### src/rtl/fetch_unit.sv
// Program counter and fetch stage: drives the instruction memory address, loads the
// instruction register, applies branch/jal/jalr redirects and traps illegal fetch targets.
//
// state | meaning
// ------+---------------------------------------------------------------
// RUN   | normal fetch: sequential advance or redirect from IR instruction
// FAULT | illegal target seen; pc frozen, IR drained, left only by rst

module fetch_unit #(
    parameter int          Width      = 32,
    parameter int unsigned RESET_PC   = 0,
    parameter int unsigned IMEM_DEPTH = 512
) (
    input  logic             clk,
    input  logic             rst,
    input  logic             stall,
    input  logic [1:0]       pc_sel,
    input  logic             branch_taken,
    input  logic [Width-1:0] imm,
    input  logic [Width-1:0] rs1_data,
    output logic [Width-1:0] imem_addr,
    input  logic [Width-1:0] imem_rd,
    output logic [Width-1:0] instr,
    output logic [Width-1:0] instr_pc,
    output logic             instr_valid,
    output logic [Width-1:0] pc_plus4,
    output logic [31:0]      fetch_count,
    output logic             fault,
    output logic [Width-1:0] fault_pc
);

    localparam logic [Width-1:0] RESET_PC_W = Width'(RESET_PC);
    localparam logic [Width-1:0] DEPTH_W    = Width'(IMEM_DEPTH);
    localparam logic [Width-1:0] NOP_W      = Width'(32'h0000_0013);
    localparam logic [Width-1:0] FOUR_W     = Width'(4);

    typedef enum logic [0:0] {
        RUN   = 1'b0,
        FAULT = 1'b1
    } state_t;

    state_t           state, state_nxt;
    logic [Width-1:0] pc, pc_nxt;
    logic [Width-1:0] instr_nxt, instr_pc_nxt, fault_pc_nxt;
    logic             instr_valid_nxt, fault_nxt;
    logic [31:0]      fetch_count_nxt;

    logic [Width-1:0] jalr_sum, target, seq_pc;
    logic             redirect, target_bad, seq_bad;

    // A target past the end of memory also catches sums that wrapped through 2^Width.
    function automatic logic illegal_addr(input logic [Width-1:0] a);
        return (a[1:0] != 2'b00) || (a >= DEPTH_W);
    endfunction

    assign imem_addr = pc;
    assign pc_plus4  = instr_pc + FOUR_W;
    assign seq_pc    = pc + FOUR_W;
    assign jalr_sum  = rs1_data + imm;

    always_comb begin
        target = instr_pc + imm;
        if (pc_sel == 2'b11) begin
            target = {jalr_sum[Width-1:1], 1'b0};
        end
    end

    assign redirect   = instr_valid &&
                        ((pc_sel == 2'b10) || (pc_sel == 2'b11) ||
                         ((pc_sel == 2'b01) && branch_taken));
    assign target_bad = illegal_addr(target);
    assign seq_bad    = illegal_addr(seq_pc);

    always_comb begin
        state_nxt       = state;
        pc_nxt          = pc;
        instr_nxt       = instr;
        instr_pc_nxt    = instr_pc;
        instr_valid_nxt = instr_valid;
        fetch_count_nxt = fetch_count;
        fault_nxt       = fault;
        fault_pc_nxt    = fault_pc;

        if (!stall) begin
            case (state)
                RUN: begin
                    if (redirect) begin
                        // The word currently at pc is wrong-path; the bubble discards it.
                        instr_valid_nxt = 1'b0;
                        if (target_bad) begin
                            state_nxt    = FAULT;
                            fault_nxt    = 1'b1;
                            fault_pc_nxt = target;
                        end else begin
                            pc_nxt = target;
                        end
                    end else begin
                        instr_nxt       = imem_rd;
                        instr_pc_nxt    = pc;
                        instr_valid_nxt = 1'b1;
                        fetch_count_nxt = fetch_count + 32'd1;
                        if (seq_bad) begin
                            state_nxt    = FAULT;
                            fault_nxt    = 1'b1;
                            fault_pc_nxt = seq_pc;
                        end else begin
                            pc_nxt = seq_pc;
                        end
                    end
                end
                FAULT: begin
                    instr_valid_nxt = 1'b0;
                end
                default: begin
                    state_nxt = FAULT;
                end
            endcase
        end
    end

    always_ff @(posedge clk) begin
        if (rst) begin
            state       <= RUN;
            pc          <= RESET_PC_W;
            instr       <= NOP_W;
            instr_pc    <= '0;
            instr_valid <= 1'b0;
            fetch_count <= '0;
            fault       <= 1'b0;
            fault_pc    <= '0;
        end else begin
            state       <= state_nxt;
            pc          <= pc_nxt;
            instr       <= instr_nxt;
            instr_pc    <= instr_pc_nxt;
            instr_valid <= instr_valid_nxt;
            fetch_count <= fetch_count_nxt;
            fault       <= fault_nxt;
            fault_pc    <= fault_pc_nxt;
        end
    end

endmodule

### config.mk
export PLATFORM = sky130hd
export DESIGN_NAME = fetch_unit
export DESIGN_NICKNAME = d
export VERILOG_FILES = /design/src/rtl/fetch_unit.sv
export SDC_FILE = /design/constraint.sdc
export NUM_CORES = 1
export LEC_CHECK = 0
export BUFFER_PORTS_ARGS = -buffer_cell sky130_fd_sc_hd__buf_2
export CAP_MARGIN = 10
export CORE_MARGIN = 1
export CORE_UTILIZATION = 40
export CTS_BUF_LIST = sky130_fd_sc_hd__clkbuf_8
export DETAILED_ROUTE_END_ITERATION = 6
export GPL_TIMING_DRIVEN = 1
export PLACE_DENSITY = 0.72
export SYNTH_ARGS = -nofsm -noshare
export SYNTH_HDL_FRONTEND = slang
export SYNTH_SLANG_ARGS = --single-unit
### constraint.sdc
create_clock -name clk -period 4.2 [get_ports clk]
set_input_delay 0.42 -clock clk [delete_from_list [all_inputs] [get_ports clk]]
set_output_delay 0.42 -clock clk [all_outputs]
set_load 0.005 [all_outputs]
==> summary.txt, run 1 <==
Timing
  – Worst-Margin Slew: slightly above 0.8 ns
  – Max_slew headroom: 46.3%
  – Clock Skew: 0.0167 ns
  – Max Freq: ~260 MHz
  – Setup_tns: 0 ns
  – Final period utilization: 92.6%
  – Max Slew Vio Count: 0
  – Final hold viol count: 0
  – RSZ-0062 raised after global routing: false
  – Setup violations, final: 0
  – Minimum clock period after layout: 3.89 ns
  – Final Hold Slack: between 0.15 and 0.2 ns

Detailed routing
  – Antenna-violating nets left: 0
  – Avg Vias per Cell: between 5 and 6
  – Router iterations before antenna repair: 5
  – DR vias: ~13000
  – Avg WL per Cell: roughly 18 microns
  – Drt total wl: 40900 microns
  – DRC Markers: 0
  – Initial DRC Count: between 900 and 1000

Floorplan
  – Die area: 0.0305 sq mm
  – Core area: 0.0290 sq mm
  – Initial Util: 41.0%
  – # rows: 62
  – Die Span Y: roughly 170 microns
  – Die width: between 150 and 200 microns
  – IO Pins: slightly below 300

Setup path
  – Critical path arrival: 4.25 ns
  – R2R Setup Slk: 0.31 ns
  – Worst Setup Path Type: register to register
  – CP Launch Type: register
  – Crit. End Element: register
  – CP required: approximately 4.6 ns
  – CP max FO: 12

Yosys
  – Sequential fraction of the synthesis area: a little over a quarter
  – Primary FF master, synth: dfxtp_1
  – Post-Syn Instances: between 1500 and 2000
  – Syn Nets: ~1700
  – Count of cell types in the netlist: 87
  – Synth warn: 0
  – Xor-xnor portion of the synthesized cell area: roughly a tenth
  – Syn Area/Cell: ~7.6 sq um
  – Synth Cell Area: 0.0119 sq mm
  – EDFF count, synth: 0
  – Adder-Cell Fraction of Synth Area: about 7.2%
  – Largest family of logic cells by synthesized area: simple AND/OR/NAND/NOR gates
  – Compound-Gate Fraction of Synth Area: ~20%
  – Synth Area in Simple Gates: a little over a quarter
  – Synth Register Bits: 163
  – Post-synthesis mux area share: roughly 4.6%
  – FFs w/ async S/R, synth: 0%

Placed design
  – Placed Instance Area: between 0.01 and 0.015 sq mm
  – Post-DP HPWL: ~32000 microns
  – GPL Wtd Cong: approximately 0.97
  – I/O Buffers: 295

Clocking
  – TritonCTS Buffers: 17
  – Root Buffer: clkbuf_8
  – TritonCTS Sinks: ~160
  – CTS tree: done
  – Register clock-pin slew on the reported worst setup and hold paths: roughly 0.10 ns
  – H-tree level count: 4
  – Clk Latency, worst-skew pair: about 0.46 ns
  – Longest Clk Path Bufs: 2
  – Post-CTS Hold Buffers: 0

Cells and area
  – Most common cell after layout, fill and taps aside: buf_2
  – Reg area: 0.00326 sq mm
  – Final net count: 2031
  – Area of the multi-input gates: 0.00812 sq mm
  – Design Area, Final: 0.0145 sq mm
  – Area Growth Syn to Fin: 21.8%
  – # fillers: ~2900
  – Antenna diode count: 0
  – Ratio of cells with drive above 1 in the final layout: 23.4%
  – Most frequent cells in the layout: buf_2 (294), nand2_1 (255), dfxtp_1 (163)

Global route
  – First-pass GRT wire length: about 63000 microns
  – Grt ovf: 0
  – Initial antenna violation count: 0
  – Vias in the first global route: approximately 12000
  – GR Util All Layers: 26.0%
  – Largest net degree at the start of global routing: between 80 and 90

Flow run
  – MaxCap Viol Count: 0

Outcome
  – Status: finished, final reports clean

Power and ir drop
  – Worst vdd ir: about 0.00026 V
  – P per Cell Area: ~250 mW/mm^2
  – Leak: between 0.006 and 0.007 uW

Worst hold path
  – Min-delay worst type: input pin to register
registers in the layout, indices dropped and copies added (netlist names):
register,cells
fault,1
fault_pc,32
fetch_count,32
imem_addr,32
instr,32
instr_pc,32
instr_valid,1
state,1
report_power, final:
group / total (uW) / internal [uW] / switching, uW
logic: 877 / 346 / 531
registers: 1620 / 1580 / 32.4
clock network: 1140 / 502 / 634
total: 3630 / 2430 / 1200
critical path, stage by stage (launching register included):
cell      delay, ns
dfxtp_1        0.36
ha_1           0.22
fa_1           0.40
and3_1         0.23
o211a_1        0.26
o21ai_4        0.24
o21ai_0        0.12
a2111o_1       0.38
a211oi_1       0.26
nand4_1        0.17
nor4_2         0.19
and4_4         0.30
a21o_2         0.16
buf_12         0.15
mux2_2         0.33
metal layers:
layer | track usage (%) | wire length (microns) | vias to the layer above
met5 | 0 | 0 | -
met1 | 35.0 | 18200 | 5881
met3 | 5.45 | 3580 | 45
met2 | 42.0 | 18500 | 536
met4 | 7.21 | 647 | 0
li1 | - | - | 6123
path summary, 6_finish.rpt:
check                           cells after the start        start          end
worst min-delay path                                3   imem_rd[0]     instr[0]
worst max-delay path                               14  instr_pc[0]  fault_pc[0]
worst max register to register                     14  instr_pc[0]  fault_pc[0]
worst min register to register                      2        fault        fault
Yosys cell counts (7+ instances only):
cell type,count,area (sq um)
nand4_1,39,244
mux2i_1,45,450
xor2_1,55,482
nand3_1,46,230
clkbuf_1,72,270
a211oi_1,19,143
buf_2,7,35.0
dfxtp_1,163,3260
nand2b_1,35,219
a21o_1,19,143
nor4_1,8,50.1
a21oi_1,146,731
a211o_1,24,210
xnor2_1,76,666
o21a_1,15,113
nor3_1,28,140
a31oi_1,13,81.3
and4_1,8,70.1
ha_1,65,813
inv_1,34,128
or3_1,10,62.6
nor2_1,120,450
and3_1,28,175
o21ai_0,50,250
nand2_1,256,961
o211ai_1,19,143
nor2b_1,13,81.3
and2_1,28,175
stage by stage:
step / std cells / power, uW / worst slack (ns) / util (%)
global route: 2258 / 3800 / 0.0505 / 50.0
floorplan: 1562 / 2190 / 0.503 / -
CTS: 2257 / 3640 / 0.0216 / 49.9
global placement: 2226 / 2500 / -0.0894 / 48.5
finish: 2258 / 3630 / 0.309 / 50.0
detailed placement: 2226 / 2510 / -0.150 / 48.5
cell type report:
cell class                 count  share of cell area, %
clock buffer                  18                   1.71
tap                          384                   3.31
clock inverter                13                  0.949
sequential                   163                   22.5
inverter                      34                  0.880
multi-input combinational   1271                   56.0
timing repair buffer         375                   14.6
what timing repair did:
item,in CTS,in global routing
setup buffers,0,1
resized for setup,0,4
setup endpoints to repair,0,65
kinds of logic after synthesis:
kind of cell / Yosys count
AND/OR/NAND/NOR: 648
AO/OA/AOI/OAI: 371
flip-flops: 163
XOR/XNOR: 131
buffers and inverters: 128
adder cells (fa/ha/maj): 67
multiplexers: 54
Note: power is estimated with default switching activity, not from simulation.
==> run 2, diff against run 1 <==
BUFFER_PORTS_ARGS = unset   (was -buffer_cell sky130_fd_sc_hd__buf_2)
DONT_BUFFER_PORTS = 1   (was unset)
PLACE_DENSITY = 0.63   (was 0.72)
==> summary.txt, run 2 (synthesis gave the netlist of run 1 again) <==
Setup path
  – Worst Setup Path Type: register to register
  – R2R Setup Slk: around 0.24 ns
  – CP Launch Type: register
  – CP max FO: 13
  – CP required: 4.55 ns
  – Worst r2r dst: fault_pc[0]
  – R2R Path Start: instr_pc[0]
  – Critical path arrival: about 4.3 ns
  – Worst setup path startpoint: instr_pc[0]
  – R2R depth: 16
  – Crit. End Element: register

Clocking
  – Clk Latency, worst-skew pair: roughly 0.47 ns
  – CTS tree: done
  – TritonCTS Buffers: 17
  – Register clock-pin slew on the reported worst setup and hold paths: ~0.090 ns
  – Root Buffer: clkbuf_8
  – TritonCTS Sinks: 163
  – H-tree level count: 4
  – Longest Clk Path Bufs: 2

Floorplan
  – Initial Util: approximately 41%
  – IO Pins: 296
  – Core area: just under 0.03 sq mm
  – # rows: 62
  – Die width: roughly 170 microns
  – Die Span Y: between 150 and 200 microns
  – Die area: ~0.03 sq mm

Detailed routing
  – Avg Vias per Cell: approximately 5.9
  – Antenna-violating nets left: 0
  – Avg WL per Cell: 20.3 microns
  – Drt total wl: 39500 microns
  – Initial DRC Count: ~800
  – DRC Markers: 0
  – DR vias: between 10000 and 15000
  – Router iterations before antenna repair: 5

Power and ir drop
  – P per Cell Area: between 200 and 300 mW/mm^2
  – Worst vdd ir: about 0.0002 V
  – Leak: 0.00502 uW

Global route
  – First-pass GRT wire length: a little under 60000 microns
  – Initial antenna violation count: 0
  – Vias in the first global route: about 11000
  – Largest net degree at the start of global routing: about 140
  – GR Util All Layers: about a quarter
  – Grt ovf: 0

Timing
  – Minimum clock period after layout: a little under 4 ns
  – Worst setup margin: around 0.24 ns
  – Final Hold Slack: 0.0601 ns
  – RSZ-0062 raised after global routing: false
  – Final hold viol count: 0
  – Setup violations, final: 0
  – Clock Skew: 0.0142 ns
  – Final period utilization: a little over nine tenths
  – Max_slew headroom: 39.7%
  – Worst-Margin Slew: roughly 0.91 ns
  – Max Slew Vio Count: 0
  – Setup_tns: 0 ns
  – Max Freq: roughly 250 MHz

Worst hold path
  – Hold Path Sink: instr[4]
  – Min-delay worst type: input pin to register
  – WHS Path Cells: 1
  – HP Start: rst

Cells and area
  – Most frequent cells in the layout: nand2_1 (255), dfxtp_1 (162), a21oi_1 (146)
  – Final net count: roughly 1700
  – Antenna diode count: 0
  – Area Growth Syn to Fin: 8.47%
  – Ratio of cells with drive above 1 in the final layout: approximately 8.1%
  – Most common cell after layout, fill and taps aside: nand2_1
  – Utilization after layout: between 40% and 50%

Placed design
  – Post-DP HPWL: about 30000 microns
  – GPL Wtd Cong: between 0.9 and 1
  – I/O Buffers: 0
  – Worst slack, placed: -0.0614 ns

Flow run
  – MaxCap Viol Count: 0

Outcome
  – Status: finished, final reports clean
## run 2: cell count changes in the layout (fill, tap and decap cells not counted), sizes merged
cell | previous run | this run
buf | 375 | 64
bufinv | 1 | 2
clkinv | 2 | 4
clkinvlp | 2 | 3
dlygate4sd3 | 0 | 3
inv | 42 | 36
## run 2: through the flow
stage               instances  total power, uW  instance area (sq um)
floorplan                1562             2190                  11900
global placement         1908             2350                  12400
detailed placement       1908             2350                  12400
CTS                      1940             3470                  12800
global route             1948             3620                  12900
finish                   1948             3460                  12900
## run 2: what timing repair did
item | 4_1_cts | 5_1_grt
pin swaps | 1 | 5
setup endpoints to repair | 6 | 64
hold buffers | 1 | 3
buffers inserted | 2 | 5
hold endpoints to repair | 44 | 5
gates resized for setup | 0 | 9
## run 2: final cells by class
class / instances / area [sq um]
Fill cell: 2985 / 16100
Sequential cell: 163 / 3260
Clock inverter: 11 / 118
Timing Repair Buffer: 67 / 539
Inverter: 34 / 128
Clock buffer: 18 / 248
Tap cell: 384 / 480
Multi-Input combinational cell: 1271 / 8130
## run 2: worst max-delay path by stage
stage | slack (ns) | end
after global routing | 0.006 | fault_pc[9]
after floorplan | 0.50 | fault_pc[18]
after CTS | 0.08 | fault_pc[13]
after global placement | 0.05 | fault_pc[2]
final | 0.24 | fault_pc[0]
after detailed placement | -0.06 | fault_pc[13]
## run 2: power by group
group	switching, uW	internal, uW
Sequential	43.1	1580
Combinational	454	271
Clock	577	528
Total	1070	2380
## run 2: critical path, stage by stage, from the launching register on
cell and delay, ns:
dfxtp_2 0.36, ha_1 0.21, fa_2 0.35, and3_4 0.20, o211a_1 0.25, o21ai_4 0.22, buf_4 0.15, a21bo_2 0.16
a2111oi_0 0.10, nor4bb_1 0.36, buf_4 0.18, nand2_1 0.06, nor4_2 0.25, and4_4 0.31, a21o_1 0.18, buf_12 0.16
mux2_2 0.33
## run 2: metal layers
layer | vias to the layer above | share of wire, % | global-route usage (%)
met5 | - | 0 | 0
met4 | 0 | 1.5 | 6.27
met3 | 47 | 10 | 8.09
met2 | 503 | 45 | 39.7
met1 | 5409 | 43 | 32.2
li1 | 5510 | - | -
